==> src/rtl/dmem_pkg.sv <==
// Shared types for the data-memory bridge: FSM state encoding, access size codes,
// bus widths and the default WAIT watchdog limit.
package dmem_pkg;

    localparam int unsigned ADDR_W                 = 64;
    localparam int unsigned DATA_W                 = 64;
    localparam int unsigned STRB_W                 = DATA_W / 8;
    localparam int unsigned CNT_W                  = 8;
    localparam int unsigned TIMEOUT_CYCLES_DEFAULT = 255;

    typedef enum logic [1:0] {
        ST_IDLE  = 2'd0,
        ST_ISSUE = 2'd1,
        ST_WAIT  = 2'd2,
        ST_DONE  = 2'd3
    } state_e;

    typedef enum logic [1:0] {
        SZ_B = 2'b00,
        SZ_H = 2'b01,
        SZ_W = 2'b10,
        SZ_D = 2'b11
    } size_e;

    // Request captured in IDLE and replayed onto the bus from registers.
    typedef struct packed {
        logic [ADDR_W-1:0] addr;
        logic [DATA_W-1:0] wdata;
        logic [STRB_W-1:0] wstrb;
        logic              we;
    } bus_req_t;

    function automatic logic is_misaligned(input size_e sz, input logic [2:0] lo);
        logic bad;
        case (sz)
            SZ_H:    bad = lo[0];
            SZ_W:    bad = |lo[1:0];
            SZ_D:    bad = |lo;
            default: bad = 1'b0;
        endcase
        return bad;
    endfunction

endpackage

==> src/rtl/dmem_bridge_if.sv <==
// Core-side load/store signals and bus-side request/response signals of the bridge.
interface dmem_bridge_if;
    import dmem_pkg::*;

    logic              req_valid;
    logic              req_we;
    logic [1:0]        req_size;
    logic [ADDR_W-1:0] mem_addr;
    logic [DATA_W-1:0] mem_wdata;
    logic [STRB_W-1:0] mem_we;
    logic [DATA_W-1:0] mem_rdata;
    logic              stall;
    logic              fault;

    logic              bus_req_valid;
    logic              bus_req_ready;
    logic [ADDR_W-1:0] bus_addr;
    logic              bus_we;
    logic [DATA_W-1:0] bus_wdata;
    logic [STRB_W-1:0] bus_wstrb;
    logic              bus_rsp_valid;
    logic              bus_rsp_err;
    logic [DATA_W-1:0] bus_rdata;

    // Bridge view.
    modport slave (
        input  req_valid, req_we, req_size, mem_addr, mem_wdata, mem_we,
        input  bus_req_ready, bus_rsp_valid, bus_rsp_err, bus_rdata,
        output mem_rdata, stall, fault,
        output bus_req_valid, bus_addr, bus_we, bus_wdata, bus_wstrb
    );

    // Core plus memory-bus environment view.
    modport master (
        output req_valid, req_we, req_size, mem_addr, mem_wdata, mem_we,
        output bus_req_ready, bus_rsp_valid, bus_rsp_err, bus_rdata,
        input  mem_rdata, stall, fault,
        input  bus_req_valid, bus_addr, bus_we, bus_wdata, bus_wstrb
    );

endinterface

==> src/rtl/dmem_align.sv <==
// Right-justifies a bus read beat by the byte offset of the access, zero-filling the top.
module dmem_align
    import dmem_pkg::*;
(
    input  logic [DATA_W-1:0] data_i,
    input  logic [2:0]        off_i,
    output logic [DATA_W-1:0] data_o
);

    assign data_o = data_i >> {off_i, 3'b000};

endmodule

==> src/rtl/dmem_bridge.sv <==
// Load/store unit to 64-bit memory bus bridge (IDLE/ISSUE/WAIT/DONE).
// Define DMEM_BRIDGE_TIMEOUT_EN to add a WAIT-state watchdog of TIMEOUT_CYCLES cycles.
module dmem_bridge
    import dmem_pkg::*;
#(
    parameter int unsigned TIMEOUT_CYCLES = TIMEOUT_CYCLES_DEFAULT
) (
    input  logic          clk,
    input  logic          rst,
    dmem_bridge_if.slave  bif
);

    // The watchdog counter is CNT_W bits wide, which bounds the usable limit.
    if (TIMEOUT_CYCLES < 1 || TIMEOUT_CYCLES > (1 << CNT_W)) begin : g_bad_timeout
        $error("dmem_bridge: TIMEOUT_CYCLES out of range");
    end

    state_e            state_q, state_d;
    bus_req_t          req_q, req_d;
    logic              breq_q, breq_d;
    logic [DATA_W-1:0] rdata_q, rdata_d;
    logic              fault_q, fault_d;
    logic [DATA_W-1:0] rdata_aligned;
`ifdef DMEM_BRIDGE_TIMEOUT_EN
    logic [CNT_W-1:0]  cnt_q, cnt_d;
`endif

    dmem_align u_align (
        .data_i (bif.bus_rdata),
        .off_i  (req_q.addr[2:0]),
        .data_o (rdata_aligned)
    );

    always_ff @(posedge clk or negedge rst) begin
        if (!rst) begin
            state_q <= ST_IDLE;
            req_q   <= '0;
            breq_q  <= 1'b0;
            rdata_q <= '0;
            fault_q <= 1'b0;
`ifdef DMEM_BRIDGE_TIMEOUT_EN
            cnt_q   <= '0;
`endif
        end else begin
            state_q <= state_d;
            req_q   <= req_d;
            breq_q  <= breq_d;
            rdata_q <= rdata_d;
            fault_q <= fault_d;
`ifdef DMEM_BRIDGE_TIMEOUT_EN
            cnt_q   <= cnt_d;
`endif
        end
    end

    // Result registers load only on entry to DONE, so they read zero in every other state.
    always_comb begin
        state_d = state_q;
        req_d   = req_q;
        rdata_d = '0;
        fault_d = 1'b0;
`ifdef DMEM_BRIDGE_TIMEOUT_EN
        cnt_d   = '0;
`endif
        unique case (state_q)
            ST_IDLE: begin
                if (bif.req_valid) begin
                    if (is_misaligned(size_e'(bif.req_size), bif.mem_addr[2:0])) begin
                        state_d = ST_DONE;
                        fault_d = 1'b1;
                    end else begin
                        req_d.addr  = bif.mem_addr;
                        req_d.wdata = bif.mem_wdata;
                        req_d.wstrb = bif.mem_we & {STRB_W{bif.req_we}};
                        req_d.we    = bif.req_we;
                        state_d     = ST_ISSUE;
                    end
                end
            end
            ST_ISSUE: begin
                if (bif.bus_req_ready) begin
                    state_d = ST_WAIT;
                end
            end
            ST_WAIT: begin
                if (bif.bus_rsp_valid) begin
                    state_d = ST_DONE;
                    fault_d = bif.bus_rsp_err;
                    rdata_d = bif.bus_rsp_err ? '0 : rdata_aligned;
                end
`ifdef DMEM_BRIDGE_TIMEOUT_EN
                else if (cnt_q == CNT_W'(TIMEOUT_CYCLES - 1)) begin
                    state_d = ST_DONE;
                    fault_d = 1'b1;
                end else begin
                    cnt_d = cnt_q + CNT_W'(1);
                end
`endif
            end
            ST_DONE: begin
                state_d = ST_IDLE;
            end
            default: begin
                state_d = ST_IDLE;
            end
        endcase
        breq_d = (state_d == ST_ISSUE);
    end

    assign bif.bus_req_valid = breq_q;
    assign bif.bus_addr      = {req_q.addr[ADDR_W-1:3], 3'b000};
    assign bif.bus_we        = req_q.we;
    assign bif.bus_wdata     = req_q.wdata;
    assign bif.bus_wstrb     = req_q.wstrb;
    assign bif.mem_rdata     = rdata_q;
    assign bif.fault         = fault_q;

    // Stall must respond in the same cycle the core raises req_valid.
    assign bif.stall = ((state_q == ST_IDLE) & bif.req_valid)
                     | (state_q == ST_ISSUE)
                     | (state_q == ST_WAIT);

endmodule

==> src/flat_wrapper.sv <==
// flat-port wrapper written by rule: the top's interface ports become plain ports
module dmem_bridge_flat import dmem_pkg::*;
#(
    parameter int unsigned TIMEOUT_CYCLES = TIMEOUT_CYCLES_DEFAULT
)
  (clk, rst, bif_req_valid, bif_req_we, bif_req_size, bif_mem_addr, bif_mem_wdata, bif_mem_we, bif_bus_req_ready, bif_bus_rsp_valid, bif_bus_rsp_err, bif_bus_rdata, bif_mem_rdata, bif_stall, bif_fault, bif_bus_req_valid, bif_bus_addr, bif_bus_we, bif_bus_wdata, bif_bus_wstrb);
  dmem_bridge_if bif_i ();
  input  logic clk;
  input  logic rst;
  input wire logic [$bits(bif_i.req_valid)-1:0] bif_req_valid;
  input wire logic [$bits(bif_i.req_we)-1:0] bif_req_we;
  input wire logic [$bits(bif_i.req_size)-1:0] bif_req_size;
  input wire logic [$bits(bif_i.mem_addr)-1:0] bif_mem_addr;
  input wire logic [$bits(bif_i.mem_wdata)-1:0] bif_mem_wdata;
  input wire logic [$bits(bif_i.mem_we)-1:0] bif_mem_we;
  input wire logic [$bits(bif_i.bus_req_ready)-1:0] bif_bus_req_ready;
  input wire logic [$bits(bif_i.bus_rsp_valid)-1:0] bif_bus_rsp_valid;
  input wire logic [$bits(bif_i.bus_rsp_err)-1:0] bif_bus_rsp_err;
  input wire logic [$bits(bif_i.bus_rdata)-1:0] bif_bus_rdata;
  output wire logic [$bits(bif_i.mem_rdata)-1:0] bif_mem_rdata;
  output wire logic [$bits(bif_i.stall)-1:0] bif_stall;
  output wire logic [$bits(bif_i.fault)-1:0] bif_fault;
  output wire logic [$bits(bif_i.bus_req_valid)-1:0] bif_bus_req_valid;
  output wire logic [$bits(bif_i.bus_addr)-1:0] bif_bus_addr;
  output wire logic [$bits(bif_i.bus_we)-1:0] bif_bus_we;
  output wire logic [$bits(bif_i.bus_wdata)-1:0] bif_bus_wdata;
  output wire logic [$bits(bif_i.bus_wstrb)-1:0] bif_bus_wstrb;
  assign bif_i.req_valid = bif_req_valid;
  assign bif_i.req_we = bif_req_we;
  assign bif_i.req_size = bif_req_size;
  assign bif_i.mem_addr = bif_mem_addr;
  assign bif_i.mem_wdata = bif_mem_wdata;
  assign bif_i.mem_we = bif_mem_we;
  assign bif_i.bus_req_ready = bif_bus_req_ready;
  assign bif_i.bus_rsp_valid = bif_bus_rsp_valid;
  assign bif_i.bus_rsp_err = bif_bus_rsp_err;
  assign bif_i.bus_rdata = bif_bus_rdata;
  assign bif_mem_rdata = bif_i.mem_rdata;
  assign bif_stall = bif_i.stall;
  assign bif_fault = bif_i.fault;
  assign bif_bus_req_valid = bif_i.bus_req_valid;
  assign bif_bus_addr = bif_i.bus_addr;
  assign bif_bus_we = bif_i.bus_we;
  assign bif_bus_wdata = bif_i.bus_wdata;
  assign bif_bus_wstrb = bif_i.bus_wstrb;
  dmem_bridge #(.TIMEOUT_CYCLES(TIMEOUT_CYCLES)) u_core (.clk(clk), .rst(rst), .bif(bif_i));
endmodule
==> config.mk <==
export PLATFORM = sky130hd
export DESIGN_NAME = dmem_bridge_flat
export DESIGN_NICKNAME = d
export VERILOG_FILES = /design/src/rtl/dmem_pkg.sv /design/src/rtl/dmem_bridge_if.sv /design/src/rtl/dmem_align.sv /design/src/rtl/dmem_bridge.sv /design/src/flat_wrapper.sv
export SDC_FILE = /design/constraint.sdc
export NUM_CORES = 1
export LEC_CHECK = 0
export BUFFER_PORTS_ARGS = -buffer_cell sky130_fd_sc_hd__buf_2
export CAP_MARGIN = 20
export CORE_ASPECT_RATIO = 0.6
export CORE_UTILIZATION = 45
export CTS_BUF_LIST = sky130_fd_sc_hd__clkbuf_2
export DETAILED_ROUTE_END_ITERATION = 6
export HOLD_SLACK_MARGIN = 0.15
export PLACE_DENSITY_LB_ADDON = 0.08
export SYNTH_ARGS = -nofsm -noshare
export SYNTH_HDL_FRONTEND = slang
export SYNTH_SLANG_ARGS = --single-unit
==> constraint.sdc <==
create_clock -name clk -period 1.9 [get_ports clk]
set_clock_uncertainty 0.05 [all_clocks]
set_input_delay 0.38 -clock clk [delete_from_list [all_inputs] [get_ports clk]]
set_output_delay 0.38 -clock clk [all_outputs]
set_load 0.02 [all_outputs]
## Word level (Yosys, flattened, before mapping)

Cells that the tools add are included.

| word-level totals | value |
|---|---|
| flip-flop bits (word level) | 205 |
| input port bits | 209 |
| output and inout port bits | 204 |
| logic and storage cells | 40 |

| cells by class | value |
|---|---|
| equal/unequal tests | 7 |
| shift-type cells | 1 |
| multiplexer cells | 15 |
| bitwise gates (word level) | 5 |
| reduce and logical (&&, ||, !) cells | 4 |

Operator list:

| cell | count |
|---|---|
| two-way mux 64 bit | 3 |
| right shift 64 x 6 -> 64 bit | 1 |
| AND 8 bit | 1 |
| equality test 2 bit, second input constant | 4 |
| two-way mux 2 bit | 4 |
| case mux 2 bit (4 select lines) | 1 |
| equality test 2 x 1 -> 1 bit, second input constant | 3 |
| two-way mux 1 bit | 5 |
| case mux 1 bit (3 select lines) | 1 |
| AND reduction 3 bit | 1 |
| OR reduction 3 bit | 1 |
| logical NOT 2 bit | 1 |
| bitwise OR 1 bit | 2 |
| case mux 1 bit (2 select lines) | 1 |
| OR reduction 2 bit | 1 |
| AND 1 bit | 1 |
| NOT 1 bit | 1 |

## Logic depth before layout (Yosys ltp)

| depth | value |
|---|---|
| word-level depth | 8 |
| depth in mapped cells | 6 |
| mapped depth without buffers | 3 |

## Hierarchy

From an unflattened synthesis, not the netlist that was laid out.

| unflattened totals | value |
|---|---|
| cells, all modules | 836 |
| area total of the unflattened synthesis | 10,697.8 um^2 |

By module, submodules not included:

| module | instances | cells an instance | area an instance (um^2) | seq. area each (um^2) |
|---|---|---|---|---|
| dmem_bridge | 1 | 602 | 9,064.9 | 5,129.9 |
| dmem_align | 1 | 234 | 1,632.8 | 0.0 |

## Worst setup path before layout

OpenSTA, ideal clock, no wires.

| path | value |
|---|---|
| path type | reg-to-reg |
| from | register u_core.state_q[1] |
| to | register u_core.req_q, in the netlist u_core.bif.bus_addr[24] |
| setup time | 125 ps |
| arrival | 1,776 ps |
| data required time | 1,725 ps |
| path slack | -51 ps |
| cell stages (with the launch flop) | 7 |
| buffers on the path | 3 |
| period minus slack after synthesis | 1,951 ps |
| cells stage by stage | dfrtp_1 buf_6 or3b_4 a211oi_4 buf_12 buf_12 mux2_2 |

| between the ends | value |
|---|---|
| longest elaborated chain between the ends | 2 |

RTL lines:

| item | line | source |
|---|---|---|
| start, declared | dmem_bridge.sv:18 | `state_e state_q, state_d;` |
| start signal, assigned | dmem_bridge.sv:45 | `state_q <= state_d;` |
| logical NOT 2 bit | dmem_bridge.sv:65 | `unique case (state_q)` |
| AND reduction 3 bit (no source line) | n/a |  |
| end signal, assigned | dmem_bridge.sv:46 | `req_q <= req_d;` |
| end, declared | dmem_bridge.sv:19 | `bus_req_t req_q, req_d;` |

Every way passes these cells.
A chain may end at the register's enable or synchronous reset.

## Final worst setup path

| path | value |
|---|---|
| from | register u_core.state_q[1] |
| to | register u_core.req_q, in the netlist u_core.bif.bus_wdata[40] |

Same word-level chain as after synthesis.

==> results_tabular.tex <==
\begin{tabular}{lr}
\hline
Metric & Value \\
\hline
\multicolumn{2}{l}{\textbf{Status}} \\
\quad Run status & complete, but fails checks \\
\quad Failing checks & negative setup slack \\
\multicolumn{2}{l}{\textbf{STA}} \\
\quad Max frequency & 456 MHz \\
\quad Final hold vios & 0 \\
\quad Worst Setup Slack, final & -292 ps \\
\quad Unrepaired setup endpoints after global routing & true \\
\quad Number of setup violations in the final report & 138 \\
\quad Min cycle time layout & 2190 ps \\
\quad Worst Tran Pin Value & 900 ps \\
\quad Slew Limit Headroom & 0.399 \\
\quad Count of pins over their slew limit & 0 \\
\quad Post-Route Setup TNS & -32,920 ps \\
\quad Fin crit share & 1.15 \\
\multicolumn{2}{l}{\textbf{Floorplanning}} \\
\quad Core ar. & 0.0213 mm\^{}2 \\
\quad Core Rows & 41 \\
\quad Initial cell density of the core & 0.467 \\
\quad Number of ports placed on the die boundary & 413 \\
\quad Die extent in x & around 190 um \\
\quad Die Area & 0.0228 mm\^{}2 \\
\quad Die outline height & about 120 um \\
\multicolumn{2}{l}{\textbf{Clock network}} \\
\quad CTS H-tree depth & 2 \\
\quad Worst-Skew Late Latency & 780 ps \\
\quad Longest Clk Path Bufs & 3 \\
\quad Count of clock tree sinks & 205 \\
\quad Clock-pin slew reported for the worst setup and hold paths after clock tree synthesis & about 140 ps \\
\quad Clock tree from TritonCTS & done \\
\quad Num CTS Buffers & 48 \\
\quad Clock tree root driver cell & sky130\_fd\_sc\_hd\_\_clkbuf\_2 \\
\multicolumn{2}{l}{\textbf{Logic synthesis}} \\
\quad Synthesized area divided by synthesized cell count & 13.9 um\^{}2 \\
\quad Cell type with the highest aggregate area in the netlist & sky130\_fd\_sc\_hd\_\_dfrtp\_1 \\
\quad Async S/R FF share, synth & 1.00 \\
\quad Portion of the post-synthesis area used by sequential elements & 0.515 \\
\quad Cell types with the highest counts after synthesis & sky130\_fd\_sc\_hd\_\_dfrtp\_1 (205), sky130\_fd\_sc\_hd\_\_buf\_4 (136), sky130\_fd\_sc\_hd\_\_mux2\_2 (115), sky130\_fd\_sc\_hd\_\_mux2i\_1 (32) \\
\quad Yosys top cell area share & 0.515 \\
\quad Post-synthesis sequential element count & 205 \\
\quad Synthesized netlist cell count & 718 \\
\quad Leading cell types by total area after synthesis & sky130\_fd\_sc\_hd\_\_dfrtp\_1 (51\%), sky130\_fd\_sc\_hd\_\_mux2\_2 (13\%), sky130\_fd\_sc\_hd\_\_buf\_4 (10\%), sky130\_fd\_sc\_hd\_\_mux4\_2 (5.4\%), sky130\_fd\_sc\_hd\_\_mux2\_4 (3.3\%) \\
\quad Number of enable-type register cells in the synthesized netlist & 0 \\
\quad Leading register cell type out of synthesis & sky130\_fd\_sc\_hd\_\_dfrtp\_1 \\
\quad Top-count cell post-synth & sky130\_fd\_sc\_hd\_\_dfrtp\_1 \\
\quad Number of warnings issued by yosys & 0 \\
\quad Synth Cell Area & 0.00996 mm\^{}2 \\
\quad Number of distinct library cell variants in the gate-level netlist after synthesis & 37 \\
\multicolumn{2}{l}{\textbf{Critical path}} \\
\quad Critical Path Slowest Stage Cell & sky130\_fd\_sc\_hd\_\_dfrtp\_1 \\
\quad Critical path buffers and inverters & 4 \\
\quad Delay of the slowest critical-path stage & approximately 410 ps \\
\quad Required arrival time at the worst endpoint & between 2000 and 3000 ps \\
\quad Library cell appearing most often on the critical path & sky130\_fd\_sc\_hd\_\_clkbuf\_16 \\
\quad CP Max Fanout & 6 \\
\quad Path type of the worst setup path & register to register \\
\quad Crit path DAT & about 2800 ps \\
\quad Top Family by Delay on Critical Path & buffers and inverters \\
\quad Worst setup EP type & register \\
\quad Startpoint types & register \\
\quad Sequence of cells on the critical path & buf\_4, or3b\_4, a211oi\_4, buf\_6, clkbuf\_16, clkbuf\_16, mux2\_4 \\
\multicolumn{2}{l}{\textbf{Route}} \\
\quad Via count & 7,950 \\
\quad Detailed router's first-iteration violation count & 334 \\
\quad Routed wire length & 32,500 um \\
\quad Remaining routing DRC violations & 0 \\
\quad Average routed wire per standard cell & 19.8 um \\
\quad Detailed-route vias per instance & 4.86 \\
\quad Antenna violation net count after detailed routing & 0 \\
\quad Number of search-and-repair iterations in the first detailed-routing pass & 4 \\
\multicolumn{2}{l}{\textbf{Final layout}} \\
\quad Final cell count without fillers & about 1,600 \\
\quad Proportion of layout cells with a drive suffix above 1 & 0.556 \\
\quad Number of nets at the end of the flow & about 1,500 \\
\quad Fillers & 1,396 \\
\quad Area growth from synthesis to final layout & 55.9\% \\
\multicolumn{2}{l}{\textbf{Power}} \\
\quad Pwr/cell area & 1390 mW/mm\^{}2 \\
\quad Portion of total power attributed to sequential cells & 0.328 \\
\quad Sw Share & 0.383 \\
\quad Internal portion of total power & 13,300 uW \\
\quad IR Drop Worst-Case VDD & 917 uV \\
\quad Power dissipated by switching net loads & 8270 uW \\
\quad Tot Pwr & 21,600 uW \\
\quad Reported leakage power & 0.00780 uW \\
\quad Part of the total power dissipated in the clock network & 0.135 \\
\quad Gate power share & 0.537 \\
\multicolumn{2}{l}{\textbf{GRT}} \\
\quad First-pass GRT wire length & 44,300 um \\
\quad Total Routing Usage GR & 0.253 \\
\quad Total gr overflow & 0 \\
\quad Maximum number of pins on one net before global-route repair & 69 \\
\quad Initial antenna violation count & 2 \\
\quad Via count of the first global-routing pass & 8,141 \\
\multicolumn{2}{l}{\textbf{Placement}} \\
\quad \# port buffers & 409 \\
\quad Hpwl dp & approximately 19,000 um \\
\quad Routability-driven placement congestion ratio & 0.865 \\
\quad Number of instances in the placed design & 1,268 \\
\multicolumn{2}{l}{\textbf{Flow run}} \\
\quad Max cap viols & 0 \\
\multicolumn{2}{l}{\textbf{Worst hold path}} \\
\quad Hold Crit Class & primary input to register \\
\hline
\end{tabular}
worst paths after layout:
kind | start | endpoint | slack, ps | cells after the start
setup / recovery | u_core.state_q[1]$_DFF_PN0_ | u_core.bif.bus_wdata[40]$_DFFE_PN0P_ | -290 | 7
hold / removal | bif_mem_wdata[22] | u_core.bif.bus_wdata[22]$_DFFE_PN0P_ | 290 | 3
setup reg to reg | u_core.state_q[1]$_DFF_PN0_ | u_core.bif.bus_wdata[40]$_DFFE_PN0P_ | -290 | 7
hold reg to reg | u_core.bif.bus_wdata[19]$_DFFE_PN0P_ | u_core.bif.bus_wdata[19]$_DFFE_PN0P_ | 460 | 1
max in group asynchronous | rst | u_core.bif.bus_wdata[15]$_DFFE_PN0P_ | 710 | 4
min in group asynchronous | rst | u_core.bif.mem_rdata[19]$_DFF_PN0_ | 680 | 4
sequential cells by signal, summed over array words and instances (netlist names):
name	count
u_core.bif.bus_addr	61
u_core.bif.bus_req_valid	1
u_core.bif.bus_wdata	64
u_core.bif.bus_we	1
u_core.bif.bus_wstrb	8
u_core.bif.fault	1
u_core.bif.mem_rdata	64
u_core.req_q	3
u_core.state_q	2
worst min-delay path, stage by stage:
cell and delay [ps]:
sky130_fd_sc_hd__dlygate4sd3_1 520, sky130_fd_sc_hd__buf_2 90, sky130_fd_sc_hd__mux2_4 130
power by group through the flow:
| stage | sequential (uW) | combinational [uW] | clock [uW] |
|---|---|---|---|
| floorplan | 6810 | 7930 | 0 |
| global placement | 6870 | 8650 | 0 |
| detailed placement | 6840 | 8760 | 0 |
| CTS | 6880 | 10100 | 2980 |
| global route | 7240 | 12200 | 3250 |
| finish | 7090 | 11600 | 2910 |
routing by layer:
layer  GRT usage  vias to the layer above  share of wire
met4      0.0979                        0          0.030
met2       0.419                      352           0.48
met1       0.317                     3883           0.40
met5           0                        -              0
met3      0.0754                       87          0.088
li1            -                     3628              -
layout make-up:
type                       count  area [um^2]  area share
multi-input combinational    329         3730       0.240
clock inverter                 8         56.3     0.00363
inverter                      10         37.5     0.00242
clock buffer                  73          365      0.0235
timing repair buffer         730         5860       0.377
sequential                   205         5130       0.330
antenna                        2         5.00    0.000322
tap                          279          349      0.0225
per-stage QoR:
stage / util / setup slack, ps / hold WS, ps / cell area [um^2]
after floorplan: - / -50.9 / 34.4 / 10000
after global placement: 0.537 / -107 / 238 / 11500
after detailed placement: 0.537 / -147 / 237 / 11500
after CTS: 0.687 / -317 / 164 / 14700
after global routing: 0.728 / -347 / 193 / 15500
final: 0.728 / -292 / 288 / 15500
logic make-up (layout without fill, tap and decap cells):
logic type      Yosys count  count (layout)  share of synthesized area
flops                   205             205                      0.515
other cells               1               5                   0.000376
mux                     193             193                      0.249
simple gates             75              75                     0.0377
compound gates           58              58                     0.0516
buf+inv                 186             821                      0.146
placed cells by master (no fill, tap or decap), types with 4 or more instances in the layout:
| cell type | netlist | routed |
|---|---|---|
| sky130_fd_sc_hd__buf_8 | 1 | 4 |
| sky130_fd_sc_hd__mux2i_1 | 32 | 31 |
| sky130_fd_sc_hd__buf_4 | 136 | 63 |
| sky130_fd_sc_hd__nor3_1 | 12 | 11 |
| sky130_fd_sc_hd__dlygate4sd3_1 | 0 | 220 |
| sky130_fd_sc_hd__mux4_2 | 24 | 24 |
| sky130_fd_sc_hd__a211o_1 | 8 | 8 |
| sky130_fd_sc_hd__a32o_1 | 8 | 8 |
| sky130_fd_sc_hd__mux2_2 | 115 | 27 |
| sky130_fd_sc_hd__buf_6 | 2 | 62 |
| sky130_fd_sc_hd__nor2b_1 | 11 | 11 |
| sky130_fd_sc_hd__nor2_1 | 17 | 16 |
| sky130_fd_sc_hd__a2bb2oi_1 | 8 | 8 |
| sky130_fd_sc_hd__dfrtp_1 | 205 | 203 |
| sky130_fd_sc_hd__and2_1 | 8 | 8 |
| sky130_fd_sc_hd__clkbuf_2 | 0 | 73 |
| sky130_fd_sc_hd__clkbuf_16 | 0 | 10 |
| sky130_fd_sc_hd__buf_2 | 7 | 351 |
| sky130_fd_sc_hd__mux2_4 | 22 | 110 |
| sky130_fd_sc_hd__inv_1 | 10 | 10 |
| sky130_fd_sc_hd__clkinv_1 | 0 | 7 |
| sky130_fd_sc_hd__buf_12 | 13 | 16 |
| sky130_fd_sc_hd__o2bb2ai_1 | 24 | 24 |
| sky130_fd_sc_hd__nand2_1 | 20 | 20 |
what timing repair did:
action | CTS | global route
setup buffers | 16 | 34
endpoints found under the hold margin | 410 | 0
gates resized for setup | 108 | 109
endpoints found under the setup margin | 151 | 197
cloned | 2 | 12
hold buffers | 222 | 0
(Power assumes the default switching activity.)
